==> src/rtl/oled_spi_monitor.sv <==
// SSD1306 SPI receive-side monitor: decodes the command/data stream and mirrors the 4x128 frame buffer.
// Optional sticky error flags and err_clr are enabled by defining OLED_MON_ERR_EN.
module oled_spi_monitor #(
  parameter int unsigned SYNC_STAGES = 2
) (
  input  logic       clk,
  input  logic       rst,
  input  logic       cs,
  input  logic       sclk,
  input  logic       sdin,
  input  logic       dc,
  input  logic [8:0] rd_addr,
  output logic [7:0] rd_data,
  output logic       byte_valid,
  output logic [7:0] byte_data,
  output logic       byte_is_data,
  output logic       disp_on,
  output logic       entire_on,
  output logic [7:0] contrast,
  output logic [1:0] cur_page,
  output logic [6:0] cur_col
`ifdef OLED_MON_ERR_EN
  ,
  input  logic       err_clr,
  output logic       err_partial,
  output logic       err_arg_abort,
  output logic       err_overrun
`endif
);

  typedef enum logic [1:0] {ST_CMD, ST_ARG1, ST_ARG2} state_t;

  logic [SYNC_STAGES-1:0] cs_q, sclk_q, sdin_q, dc_q;
  logic                   sclk_prev;
  logic                   cs_s, sclk_s, sdin_s, dc_s, rise;

  logic [6:0] shreg;
  logic [2:0] bitcnt;

  state_t     state, state_nx;
  logic [7:0] opcode;
  logic       takes_arg, two_args;
  logic       horiz;
  logic [1:0] page_start, page_end;
  logic [6:0] col_start, col_end;

  logic [7:0] mem [512];
  logic       we;
  logic [8:0] waddr;

  assign cs_s   = cs_q[SYNC_STAGES-1];
  assign sclk_s = sclk_q[SYNC_STAGES-1];
  assign sdin_s = sdin_q[SYNC_STAGES-1];
  assign dc_s   = dc_q[SYNC_STAGES-1];
  assign rise   = ~sclk_prev & sclk_s;

  // Sync flops reset to the idle bus (cs high, sclk high) so reset never fakes an edge.
  always_ff @(posedge clk) begin
    if (rst) begin
      cs_q      <= '1;
      sclk_q    <= '1;
      sdin_q    <= '0;
      dc_q      <= '0;
      sclk_prev <= 1'b1;
    end else begin
      cs_q      <= {cs_q[SYNC_STAGES-2:0], cs};
      sclk_q    <= {sclk_q[SYNC_STAGES-2:0], sclk};
      sdin_q    <= {sdin_q[SYNC_STAGES-2:0], sdin};
      dc_q      <= {dc_q[SYNC_STAGES-2:0], dc};
      sclk_prev <= sclk_s;
    end
  end

  always_ff @(posedge clk) begin
    if (rst) begin
      shreg        <= '0;
      bitcnt       <= '0;
      byte_valid   <= 1'b0;
      byte_data    <= '0;
      byte_is_data <= 1'b0;
    end else begin
      byte_valid <= 1'b0;
      if (cs_s) begin
        bitcnt <= '0;
      end else if (rise) begin
        shreg  <= {shreg[5:0], sdin_s};
        bitcnt <= bitcnt + 3'd1;
        if (bitcnt == 3'd7) begin
          byte_valid   <= 1'b1;
          byte_data    <= {shreg, sdin_s};
          byte_is_data <= dc_s;
        end
      end
    end
  end

  always_comb begin
    takes_arg = byte_data inside {8'h81, 8'h20, 8'h8D, 8'hA8, 8'hD3, 8'hD5,
                                  8'hD9, 8'hDA, 8'hDB, 8'h21, 8'h22};
    two_args  = (opcode == 8'h21) || (opcode == 8'h22);
  end

  always_ff @(posedge clk) begin
    if (rst) state <= ST_CMD;
    else     state <= state_nx;
  end

  // A data byte always drops back to CMD, aborting any pending argument sequence.
  always_comb begin
    state_nx = state;
    if (byte_valid) begin
      if (byte_is_data) begin
        state_nx = ST_CMD;
      end else begin
        case (state)
          ST_CMD:  state_nx = takes_arg ? ST_ARG1 : ST_CMD;
          ST_ARG1: state_nx = two_args ? ST_ARG2 : ST_CMD;
          default: state_nx = ST_CMD;
        endcase
      end
    end
  end

  always_ff @(posedge clk) begin
    if (rst) begin
      opcode     <= '0;
      disp_on    <= 1'b0;
      entire_on  <= 1'b0;
      contrast   <= 8'h7F;
      cur_page   <= '0;
      cur_col    <= '0;
      horiz      <= 1'b0;
      page_start <= 2'd0;
      page_end   <= 2'd3;
      col_start  <= 7'd0;
      col_end    <= 7'd127;
    end else if (byte_valid) begin
      if (byte_is_data) begin
        if (horiz) begin
          if (cur_col == col_end) begin
            cur_col  <= col_start;
            cur_page <= (cur_page == page_end) ? page_start : cur_page + 2'd1;
          end else begin
            cur_col <= cur_col + 7'd1;
          end
        end else begin
          cur_col <= cur_col + 7'd1;
        end
      end else begin
        case (state)
          ST_CMD: begin
            if (byte_data[7:4] == 4'h0)          cur_col[3:0] <= byte_data[3:0];
            else if (byte_data[7:3] == 5'b00010) cur_col[6:4] <= byte_data[2:0];
            else if (byte_data[7:3] == 5'b00011) cur_col      <= 7'd127;
            else begin
              case (byte_data)
                8'hAE:   disp_on   <= 1'b0;
                8'hAF:   disp_on   <= 1'b1;
                8'hA4:   entire_on <= 1'b0;
                8'hA5:   entire_on <= 1'b1;
                default: ;
              endcase
            end
            if (takes_arg) opcode <= byte_data;
          end
          ST_ARG1: begin
            case (opcode)
              8'h81: contrast <= byte_data;
              8'h20: begin
                if (byte_data[1:0] == 2'b00)      horiz <= 1'b1;
                else if (byte_data[1:0] == 2'b10) horiz <= 1'b0;
              end
              8'h22: begin
                page_start <= byte_data[1:0];
                cur_page   <= byte_data[1:0];
              end
              8'h21: begin
                col_start <= byte_data[6:0];
                cur_col   <= byte_data[6:0];
              end
              default: ;
            endcase
          end
          ST_ARG2: begin
            case (opcode)
              8'h22:   page_end <= byte_data[1:0];
              8'h21:   col_end  <= byte_data[6:0];
              default: ;
            endcase
          end
          default: ;
        endcase
      end
    end
  end

  assign we    = byte_valid & byte_is_data;
  assign waddr = {cur_page, cur_col};

  // Frame buffer is deliberately not reset; read-first on address collision.
  always_ff @(posedge clk) begin
    if (we) mem[waddr] <= byte_data;
    rd_data <= mem[rd_addr];
  end

`ifdef OLED_MON_ERR_EN
  logic [1:0] gap;

  always_ff @(posedge clk) begin
    if (rst || err_clr) begin
      err_partial   <= 1'b0;
      err_arg_abort <= 1'b0;
      err_overrun   <= 1'b0;
    end else begin
      if (cs_s && bitcnt != 3'd0) err_partial <= 1'b1;
      if (byte_valid && byte_is_data && state != ST_CMD) err_arg_abort <= 1'b1;
      if (rise && gap <= 2'd2) err_overrun <= 1'b1;
    end
  end

  // gap = clk cycles since the previous detected rise, saturating at 3.
  always_ff @(posedge clk) begin
    if (rst)              gap <= 2'd3;
    else if (rise)        gap <= 2'd1;
    else if (gap != 2'd3) gap <= gap + 2'd1;
  end
`endif

endmodule

==> config.mk <==
export PLATFORM = sky130hd
export DESIGN_NAME = oled_spi_monitor
export DESIGN_NICKNAME = d
export VERILOG_FILES = /design/src/rtl/oled_spi_monitor.sv
export SDC_FILE = /design/constraint.sdc
export NUM_CORES = 2
export LEC_CHECK = 0
export CORE_ASPECT_RATIO = 0.5
export CORE_UTILIZATION = 50
export CTS_CLUSTER_SIZE = 30
export DETAILED_ROUTE_END_ITERATION = 8
export PLACE_DENSITY = 0.68
export SYNTH_ARGS = -nofsm -noshare
export SYNTH_HDL_FRONTEND = slang
export SYNTH_SLANG_ARGS = --single-unit
==> constraint.sdc <==
create_clock -name clk -period 10.6 [get_ports clk]
set_clock_uncertainty 0.15 [all_clocks]
set_input_delay 1.06 -clock clk [delete_from_list [all_inputs] [get_ports clk]]
set_output_delay 1.06 -clock clk [all_outputs]
set_load 0.01 [all_outputs]
### Yosys cells after proc, flatten, opt, wreduce, memory -nomap -nowiden

Memories as Yosys holds them, arrays and structs flattened. A register that Yosys moved wholly into a read port is not among the register bits.
Cells that the tools add are included.

* $add $sub $neg: 3
* equality and inequality tests: 34
* muxes and demuxes: 27
* bitwise logic cells: 9
* reduce and logical (&&, ||, !) cells: 27

Operators with widths (count)
* $eq 8x8->1 const B: 13
* $eq 8x6->1 const B: 6
* $mux 7: 5
* $reduce_and 4->1: 6
* $reduce_and 5->1: 4
* $mux 2: 8
* $pmux 7 s2: 1
* $reduce_and 7->1: 2
* $ne 4x4->1 const B: 3
* $reduce_bool 11->1: 1
* $eq 5x2->1 const B: 2
* $reduce_bool 2->1: 5
* $mux 4: 2
* $add 7x1->7 const B: 1
* $eq 7x7->1: 1
* $not 1->1: 7
* $mux 1: 6
* $mux 3: 2
* $ne 3x3->1 const B: 2
* $eq 2x2->1 const B: 2
* $logic_not 2->1: 2
* $logic_not 4->1: 1
* $ne 2x1->1 const B: 2
* $pmux 1 s2: 2
* other kinds (13): 14

* flip-flop bits (word level): 77
* bits in writable memories: 4096
* input bits: 15
* logic and storage cells: 124
* memories kept: 1

Memories
* mem: depth 512, width 8, read ports 1, clocked after memory_dff 1, write ports 1, line 47 `logic [7:0] mem [512];`

### Depth between registers and ports, before layout

* depth in word-level cells: 6
* gate-level depth with buffers: 16

### Least setup slack after synthesis

Ideal clock, no wire load.

* path kind: reg-to-reg
* from: register byte_data[1]
* to: register opcode[2]
* arrival time: 9048 ps
* required time: 10322 ps
* setup slack: 1274 ps
* stages on the path, launching flop included: 8
* buffers on the path: 0
* path through: dfxtp_1 > inv_1 > o21ai_0 > a32oi_1 > o221ai_1 > nand2_1 > mux2i_1 > nor2_1

* longest elaborated chain between the ends: 3
* elaborated cells between the ends (all ways): 13

Ends and longest elaborated chain
* start, declared: line 15 `output logic [7:0] byte_data,`
* start signal, assigned: line 90 `byte_data <= {shreg, sdin_s};`
* $eq 8x8->1 or $eq 8x6->1 (tied branches): line 98 `takes_arg = byte_data inside {8'h81, 8'h20, 8'h8D, 8'hA8, 8'hD3, 8'hD5,`
* $reduce_bool 11->1 (*): line 98
* $reduce_and 4->1 (no line) (*)
* end signal, assigned: line 164 `if (takes_arg) opcode <= byte_data;`
* end, declared: line 41 `logic [7:0] opcode;`

Every way passes the cells marked *; elsewhere a longest branch is shown, timed or not.
A chain may end at the register's enable or synchronous reset.

==> results.txt <==
The area share of the leading cell type in the synthesized netlist came out at 74.6%. In this run, synthesis inferred 4096 flip-flops with an integrated enable. Following the worst setup path forward leads to its endpoint at rd_data[7]. The count of cells in the finished layout, fillers not included, comes to between 10k and 15k. The effective utilization at floorplan is 50.5%. The final critical-path required period is 5.24 ns. The peak ir drop on the vdd network is 129 uV.

In this run, placement finished with an instance count of between 10k and 15k. The number of antenna violations at the first check in global routing is 29. The die boundary width came out at just over 800 um. The power density relative to cell area is 179 nW/um2. For this design, the CTS-stage hold fixing added 0 buffers. Summed over all cells, the static leakage comes to around 58 nW.

The share of the Yosys chip area taken by registers is 75.6%. The starting DRC count in detailed routing is 12.3k. The area used by multi-input combinational logic is about 37000 um2. The worst path uses 49.4% of the clock period. The path class of the tightest hold or removal check is reg -> reg. Setup violations remaining at the end of the flow were counted as 0. The global routing usage summed across all routing layers came out at 25.5%. Averaged over all synthesized cells, the footprint is 19.3 um2. The length in cells of the worst reg-to-reg path came out at 5. The minimum hold slack came out at 0.261 ns.

The maximum number of pins on one net before global-route repair is 212. In this run the tightest slew margin relative to its limit is -4.96%. The most used flip-flop cell after synthesis is sky130_fd_sc_hd__edfxtp_1. Post-CTS timing repair inserted 0 buffers for setup.

For the pin with the worst max-slew slack, the measured transition is 1.57 ns. Detailed routing inserted a total of 86.2k vias. Summing all flip-flop and latch instances after layout gives around 120000 um2. The layout has 24.3k filler cells. The critical path is of the in -> reg type. Tracing the worst setup path back leads to its startpoint at rd_addr[0]. The tool flagged a number of max-cap violations equal to 0.

The total half-perimeter wirelength after legalization and detailed placement came out at around 260000 um. Of all nets on the critical path, the largest fanout is 98. The final reports fail on max-slew violations.

The area growth from synthesis to layout is 9.70%. The height of the chip is 408 um. Counting every net in the synthesized netlist gives 8565. The root buffer cell is sky130_fd_sc_hd__clkbuf_16. The wire length of the first global-routing pass came out at 613000 um. Summing all non-filler instances in the final layout gives an area of approximately 180000 um2. The core box area came out at 327000 um2. The number of nets in the finished design is 8598. The gate count after technology mapping came out at roughly 8.5k.

The setup check on the worst reg-to-reg path leaves a slack of roughly 6.3 ns. The synthesis-stage register bit count is 4181. The later-pin clock latency in the skew report is 0.95 ns. Setup repair after global routing left no endpoint under its margin.

The clock-pin slew reported for the worst setup and hold paths after clock tree synthesis is 0.06 ns. The number of synthesis warnings came out at 0. The residual DRC count came out at 0.

The endpoint identified for the worst register-to-register timing path is mem[272][7]. The cell area after synthesis came out at 165000 um2. Counting instances in the post-synthesis netlist gives the leading cell types as 4096 x sky130_fd_sc_hd__edfxtp_1, 700 x sky130_fd_sc_hd__mux4_2, 696 x sky130_fd_sc_hd__mux2i_1. After synthesis, the cell types taking the most area are sky130_fd_sc_hd__edfxtp_1 75%, sky130_fd_sc_hd__mux4_2 9.6%, sky130_fd_sc_hd__mux2i_1 4.2%.

In the routed layout, each cell is associated on average with a via count of between 6 and 7. The wire length reported by the detailed router came out at 432000 um. The number of global-route vias before repair is 83.1k. The total global routing overflow is 0. The clock net in this run drives a total of 4181 sinks. The total negative slack is 0 ns. The I/O pin count came out at 52. The most instantiated library cell after synthesis is sky130_fd_sc_hd__edfxtp_1. The number of cell rows is around 150. Data on the critical path is required at its endpoint by 11.34 ns. The number of H-tree levels came out at 5.

The startpoint class of the critical path is an input port. The total die area is 332000 um2. The flow ran to the end, but the final reports show violations. The number of routed nets with antenna violations came out at 0.

The count of final hold-check violations came out at 0. The longest clock path from root to sink contains 4 buffers. The weighted congestion reported at the end of routability-driven placement came out at 0.917. The biggest area contributor in the post-synthesis netlist is sky130_fd_sc_hd__edfxtp_1.

The count of buffers inserted at the top-level ports came out at 51. After synthesis, the netlist uses 74 different library cells. The number of gates resized after CTS is 0.

For this run, the share of the core covered by cells in the final layout is 55.4%. The total placed instance area is 169000 um2. The routed wirelength normalized by instance count came out at approximately 33 um.

Before antenna repair, the detailed router went through 8 iterations. TritonCTS built the clock tree. The type of element capturing the critical path is a flip-flop. The share of flip-flops with an asynchronous set or reset came out at 0%. The upper clock frequency limit is between 0.15 and 0.2 GHz. The share of cells above drive strength 1 is between 15 and 20%.

Clock tree synthesis inserted a total of 367 buffers. The total count of max-transition violations in the final report was 62. The launch instance of the worst register-to-register path is cur_page[0]. For the worst setup path, the data arrival time is 5.97 ns.
## worst max-delay path, stage by stage
cell                       delay (ns)
sky130_fd_sc_hd__buf_16          0.39
sky130_fd_sc_hd__buf_12          0.46
sky130_fd_sc_hd__buf_12          0.51
sky130_fd_sc_hd__mux2i_1         0.17
sky130_fd_sc_hd__o221ai_1        0.35
sky130_fd_sc_hd__o22ai_1         0.15
sky130_fd_sc_hd__o21ai_0         0.57
sky130_fd_sc_hd__nand4_1         0.92
sky130_fd_sc_hd__nand4_1         0.64
sky130_fd_sc_hd__and3_1          0.22
## layout make-up
class | instances | share of cell area (%)
sequential | 4181 | 69.0
multi-input combinational | 3793 | 20.4
clock buffer | 441 | 5.32
tap | 4350 | 3.01
timing repair buffer | 220 | 1.15
clock inverter | 214 | 1.13
inverter | 10 | 0.0277
antenna | 12 | 0.0166
## flip-flops by register name, summed over array words and instances (netlist names), 2 cells and up
register,flops
mem,4096
byte_data,8
contrast,8
opcode,8
rd_data,8
col_end,7
col_start,7
cur_col,7
shreg,7
bitcnt,3
cs_q,2
cur_page,2
dc_q,2
page_end,2
page_start,2
sclk_q,2
sdin_q,2
state,2
## cell families (layout without fill, tap and decap cells)
kind of cell	Yosys count	in the layout	share of synthesized area, %
AOI/OAI and AO/OA	923	923	3.90
DFF	4181	4181	75.6
muxes	1442	1442	14.2
xor gates and xnor gates	16	16	0.0850
buffers and inverters	566	885	2.14
and+or+nand+nor	1402	1402	3.95
adders and majority gates	10	10	0.0759
other	0	12	0
## power breakdown
| part | internal, mW | total [mW] | switching [mW] | leakage, nW |
|---|---|---|---|---|
| logic | 0.470 | 1.23 | 0.759 | 13.2 |
| registers | 17.9 | 17.9 | 0.0153 | 38.6 |
| clock network | 7.33 | 13.4 | 6.03 | 5.71 |
## worst min path at each step
stage / startpoint / to / slack [ns] / cells past startpoint
after global placement: sclk_q[0] / sclk_q[1] / 0.24 / 1
after floorplan: cs_q[0] / cs_q[1] / 0.24 / 1
after detailed placement: sclk_q[0] / sclk_q[1] / 0.25 / 1
final: sclk_q[0] / sclk_q[1] / 0.26 / 1
after global routing: cs_q[0] / cs_q[1] / 0.29 / 1
after CTS: sclk_q[0] / sclk_q[1] / 0.26 / 1
## layer usage
layer  vias to the layer above  GRT usage, %  part of all wire (%)
li1                      35200             -                     -
met1                     44900          38.0                    40
met2                      5240          37.5                    45
met3                       786          6.54                    12
met4                        15          7.72                   3.2
met5                         -             0                 0.028
## layout by cell type, fill, tap and decap left out, types with 21 or more instances in the layout
master                            count
sky130_fd_sc_hd__edfxtp_1          4096
sky130_fd_sc_hd__mux4_2             700
sky130_fd_sc_hd__mux2i_1            696
sky130_fd_sc_hd__nor2_1             650
sky130_fd_sc_hd__clkbuf_16          373
sky130_fd_sc_hd__nand2_1            235
sky130_fd_sc_hd__o221ai_1           228
sky130_fd_sc_hd__o22ai_1            209
sky130_fd_sc_hd__a21oi_1            169
sky130_fd_sc_hd__buf_4              146
sky130_fd_sc_hd__o21ai_0             99
sky130_fd_sc_hd__nor3_1              86
sky130_fd_sc_hd__clkinv_1            82
sky130_fd_sc_hd__nor4_1              78
sky130_fd_sc_hd__dfxtp_1             76
sky130_fd_sc_hd__nand3_1             74
sky130_fd_sc_hd__clkinv_2            69
sky130_fd_sc_hd__clkbuf_1            64
sky130_fd_sc_hd__clkdlybuf4s50_1     43
sky130_fd_sc_hd__or2_2               42
sky130_fd_sc_hd__a211oi_1            42
sky130_fd_sc_hd__nand4_1             37
sky130_fd_sc_hd__bufinv_16           34
sky130_fd_sc_hd__mux2_2              33
sky130_fd_sc_hd__a2111oi_0           31
sky130_fd_sc_hd__and3_1              28
sky130_fd_sc_hd__o32ai_1             24
sky130_fd_sc_hd__buf_12              23
sky130_fd_sc_hd__nand2b_1            22
sky130_fd_sc_hd__a22oi_1             21
sky130_fd_sc_hd__or3_1               21
## stage by stage
| stage | worst slack (ns) | power [mW] |
|---|---|---|
| global placement | 4.55 | 19.4 |
| finish | 5.36 | 32.5 |
| detailed placement | 4.53 | 19.4 |
| global route | 5.32 | 33.2 |
| floorplan | 1.27 | 19.1 |
| CTS | 5.53 | 32.5 |
Power figures use the tool's default switching activity.
